`src/rtl/regfile_dump_pkg.sv`:
```
// Register-file constants shared across the CPU.
// Also holds the state encoding of the debug dump FSM.
package regfile_dump_pkg;

  localparam int REG_ADDR_W = 5;
  localparam int REG_DATA_W = 32;
  localparam int NUM_REGS   = 32;

  typedef enum logic [1:0] {
    ST_IDLE = 2'd0,
    ST_LOAD = 2'd1,
    ST_SEND = 2'd2,
    ST_DONE = 2'd3
  } dump_st_e;

endpackage

```
`src/rtl/regfile_dump.sv`:
```
// Debug read-out engine that walks the register file through a
// spare read port and streams index-tagged words over valid/ready.
module regfile_dump
  import regfile_dump_pkg::*;
#(
  parameter int ADDR_W    = REG_ADDR_W,
  parameter int DATA_W    = REG_DATA_W,
  parameter int FIRST_REG = 0,
  parameter int LAST_REG  = NUM_REGS - 1
) (
  input  logic              clk,
  input  logic              clrn,
  input  logic              start,
  input  logic              abort,
  output logic [ADDR_W-1:0] rn,
  input  logic [DATA_W-1:0] q,
  output logic              out_valid,
  input  logic              out_ready,
  output logic [DATA_W-1:0] out_data,
  output logic [ADDR_W-1:0] out_idx,
  output logic              busy,
  output logic              done
);

  localparam logic [ADDR_W-1:0] LP_FIRST = ADDR_W'(FIRST_REG);
  localparam logic [ADDR_W-1:0] LP_LAST  = ADDR_W'(LAST_REG);

  dump_st_e          r_state;
  dump_st_e          w_next;
  logic [ADDR_W-1:0] r_idx;
  logic              r_valid;
  logic [DATA_W-1:0] r_data;
  logic [ADDR_W-1:0] r_oidx;
  logic              w_go;
  logic              w_hs;
  logic              w_last;

  assign w_go   = (r_state == ST_IDLE) && start && !abort;
  assign w_hs   = (r_state == ST_SEND) && out_ready && !abort;
  assign w_last = (r_idx == LP_LAST);

  always_comb begin
    w_next = r_state;
    unique case (r_state)
      ST_IDLE: if (w_go) w_next = ST_LOAD;
      ST_LOAD: w_next = ST_SEND;
      ST_SEND: if (w_hs) w_next = w_last ? ST_DONE : ST_LOAD;
      ST_DONE: w_next = ST_IDLE;
      default: w_next = ST_IDLE;
    endcase
    // abort beats a same-cycle handshake
    if (abort) w_next = ST_IDLE;
  end

  always_ff @(posedge clk or negedge clrn) begin
    if (!clrn) r_state <= ST_IDLE;
    else       r_state <= w_next;
  end

  always_ff @(posedge clk or negedge clrn) begin
    if (!clrn)                r_idx <= '0;
    else if (w_go)            r_idx <= LP_FIRST;
    else if (w_hs && !w_last) r_idx <= r_idx + 1'b1;
  end

  always_ff @(posedge clk or negedge clrn) begin
    if (!clrn) begin
      r_valid <= 1'b0;
      r_data  <= '0;
      r_oidx  <= '0;
    end else if (abort) begin
      r_valid <= 1'b0;
    end else if (r_state == ST_LOAD) begin
      r_valid <= 1'b1;
      r_data  <= q;
      r_oidx  <= r_idx;
    end else if (w_hs) begin
      r_valid <= 1'b0;
    end
  end

  assign rn        = r_idx;
  assign out_valid = r_valid;
  assign out_data  = r_data;
  assign out_idx   = r_oidx;
  assign busy      = (r_state != ST_IDLE);
  assign done      = (r_state == ST_DONE);

endmodule

```
`config.mk`:
```
export PLATFORM = sky130hd
export DESIGN_NAME = regfile_dump
export DESIGN_NICKNAME = d
export VERILOG_FILES = /design/src/rtl/regfile_dump_pkg.sv /design/src/rtl/regfile_dump.sv
export SDC_FILE = /design/constraint.sdc
export NUM_CORES = 1
export LEC_CHECK = 0
export BUFFER_PORTS_ARGS = -buffer_cell sky130_fd_sc_hd__clkbuf_2
export CORE_AREA = 2 2 66 68
export DETAILED_ROUTE_END_ITERATION = 10
export DIE_AREA = 0 0 68 70
export PLACE_DENSITY_LB_ADDON = 0.12
export REMOVE_ABC_BUFFERS = 1
export SLEW_MARGIN = 20
export SYNTH_ARGS = -nofsm -noshare
export SYNTH_HDL_FRONTEND = slang
export SYNTH_SLANG_ARGS = --single-unit
```
`constraint.sdc`:
```
create_clock -name clk -period 2.3 [get_ports clk]
set_input_delay 0 -clock clk [delete_from_list [all_inputs] [get_ports clk]]
set_output_delay 0 -clock clk [all_outputs]
set_load 0.005 [all_outputs]
```
==> results.yml <==
finish:
  syn2layout_area_growth_pct: 50.3
  nFillCells: 322
  final_util_pct: 65.3
  diodes: 0
  nets: 278
  design_area_um2: 2710
  drive_gt1_share_pct: 54.4
timing:
  rsz0062_at_grt: "no"
  max_freq_mhz: 535
  tightest_slew_ns: 0.553
  setup_ws_ns: 0.429
  final-setup-viol-count: 0
  maxSlewHeadroom_pct: 63.2
  slew_viol_final: 0
  finalSetupTns_ns: 0
  fin_crit_sh_pct: 81.3
  skew_ns: 0.00625
  finalHoldViolations: 0
  period_needed_ns: 1.87
place:
  placed_area_um2: 2270
  port_buffers: 81
  pre_cts_slack_ns: 0.458
  gp_congestion: 0.754
  dp_hpwl_um: 2520
setup_path:
  cp_slowest_cell: "or4_1"
  required_ns: 2.52
  critical_path_buf_inv_count: 0
  r2r_start: "rn[0]$_DFFE_PN0P_"
  cp.arrival_ns: 2.09
  critPathLaunch: "rn[0]$_DFFE_PN0P_"
  crit_path_frequent_cell: "ha_1"
  cp-end-kind: "flop"
  timing.critical_path.depth: 6
  critPathCapture: "rn[3]$_DFFE_PN0P_"
  cp-start-kind: "flop"
  crit_path_max_fanout: 5
  path_class: "flop to flop"
  slowest_delay_ns: 0.50
  reg2reg_to: "rn[3]$_DFFE_PN0P_"
  reg2reg_slack_ns: 0.43
  cp_top_family: "simple AND/OR/NAND/NOR gates"
  crit_chain: "ha_1 > and3_1 > ha_1 > nand3b_1 > or4_1 > nand3_1"
  rr_worst_depth: 6
clock_tree:
  clk_pin_slew_ns: 0.08
  numCtsBuffers: 5
  cts_tree: "done"
  htreeDepth: 2
  cts_root_buffer: "clkbuf_8"
  clk_latency_ns: 0.28
  post_cts_buffers: 0
  clkSinkCount: 45
  cts_buffer_depth: 2
run_status:
  status: "finished, final reports clean"
synthesis:
  synth_cell_types: 26
  synth_area_um2: 1800
  yosysMostFrequentCell: "dfrtp_1"
  syn_area_per_cell_um2: 15.2
  yosysTopAreaCellShare_pct: 62.6
  synth_top_area_cell: "dfrtp_1"
  synth_edf_count: 0
  ys_top_cells_by_count: "45 x dfrtp_1, 38 x mux2_2, 3 x nor2_1"
  yosysSeqAreaShare_pct: 62.6
  ys_ff_latch: 45
  synthTopCellsByArea: "dfrtp_1 63%, mux2_2 24%, ha_1 1.4%, buf_6 1.3%, a22o_1 0.97%"
  ys_warn_count: 0
  synth-async-reset-ratio_pct: 100
  syn_inst: 118
  synth_ff_type: "dfrtp_1"
route:
  postRouteAntennaNets: 0
  post_drt_wl_per_cell_um: 13.0
  routed_wl_um: 3780
  drt_iter0_markers: 68
  drc: 0
  viasPerCell: 4.77
  dr_total_vias: 1388
  first_pass_iters: 4
power_and_ir_drop:
  total_leakage_power_nw: 1.35
  p_total_mw: 2.09
  vdd_drop_max_v: 0.000412
  power_density_nw_per_um2: 772
die:
  initial_core_util_pct: 43.4
  core.rowCount: 24
  die_w_um: 68
  core_um2: 4140
  die_area_um2: 4760
  die_y_um: 70
  ios: 82
global_routing:
  antenna_found_initial: 0
  grt_pass1_wl_um: 6180
  grtUsageTotal_pct: 17.2
  gr-total-overflow: 0
  grt_max_degree: 46
  grt_pass1_vias: 1397
worst_hold_path:
  hold_path_class: "input pin to flop"
job:
  maxCapViolCount: 0
[how the worst min path moves through the flow]
stage	startpoint	to	cells after the start
global placement	clrn	out_valid$_DFFE_PN0P_	2
finish	start	r_state[0]$_DFFE_PN0P_	3
detailed placement	clrn	r_state[1]$_DFFE_PN0P_	2
CTS	start	r_state[0]$_DFFE_PN0P_	3
global route	start	r_state[0]$_DFFE_PN0P_	3
floorplan	clrn	out_data[0]$_DFFE_PN0P_	0
[where the power goes]
group	internal [mW]	total (mW)	switching, mW
Combinational	0.338	0.532	0.195
Sequential	0.978	1.09	0.108
Clock	0.238	0.468	0.230
[repair_timing]
action | 4_1_cts | 5_1_grt
gates resized for setup | 0 | 0
hold endpoints to repair | 80 | 0
hold buffers | 35 | 0
[worst register-to-register path, delay by kind of cell, from the launching register on]
kind | cells | cell delay [ns]
flops | 1 | 0.43
simple gates | 4 | 0.97
fa+ha+maj | 2 | 0.40
[per-stage QoR]
step                cells  hold WS (ns)
global route          291         0.100
global placement      249         0.106
finish                291        0.0791
detailed placement    249         0.122
CTS                   291        0.0551
floorplan             114        -0.296
[state kept, by name, summed over array words and instances (netlist names)]
signal	count
out_idx	5
out_data	32
r_state	2
rn	5
out_valid	1
[area by class of cell]
class / instances / area, µm² / area share [%]
clock buffer: 7 / 86.3 / 3.19
inverter: 2 / 7.51 / 0.278
multi-input combinational: 67 / 637 / 23.5
sequential: 45 / 1130 / 41.6
tap: 52 / 65.1 / 2.41
timing repair buffer: 118 / 783 / 29.0
[placed cells by master, fill, tap and decap left out, drive strengths merged]
cell / Yosys / layout
mux2: 38 / 38
a22o: 2 / 2
dlygate4sd3: 0 / 35
nand2b: 3 / 3
a21o: 1 / 1
or4: 1 / 1
a221o: 1 / 1
nand2: 2 / 2
and2: 1 / 1
o211a: 1 / 1
a211oi: 1 / 1
clkbuf: 1 / 88
buf: 3 / 2
dfrtp: 45 / 45
or2: 2 / 2
nor2: 4 / 4
a21oi: 2 / 2
and3: 1 / 1
ha: 2 / 2
o211ai: 1 / 1
nand3b: 2 / 2
inv: 2 / 2
nand3: 2 / 2
[metal layers]
| metal | vias up | track usage (%) | routed length, µm |
|---|---|---|---|
| met5 | - | 0 | 0 |
| met4 | 0 | 4.67 | 32 |
| met3 | 4 | 5.31 | 259 |
| met2 | 63 | 29.6 | 1920 |
| met1 | 663 | 20.3 | 1570 |
| li1 | 658 | - | - |
[logic make-up (layout without fill, tap and decap cells)]
family	count (synthesis)	after routing	synth area share [%]
flops	45	45	62.6
mux	38	38	23.8
simple gates	18	18	6.05
fa+ha+maj	2	2	1.39
compound gates	9	9	3.90
buf+inv	6	127	2.29
Note: power is estimated with default switching activity, not from simulation.
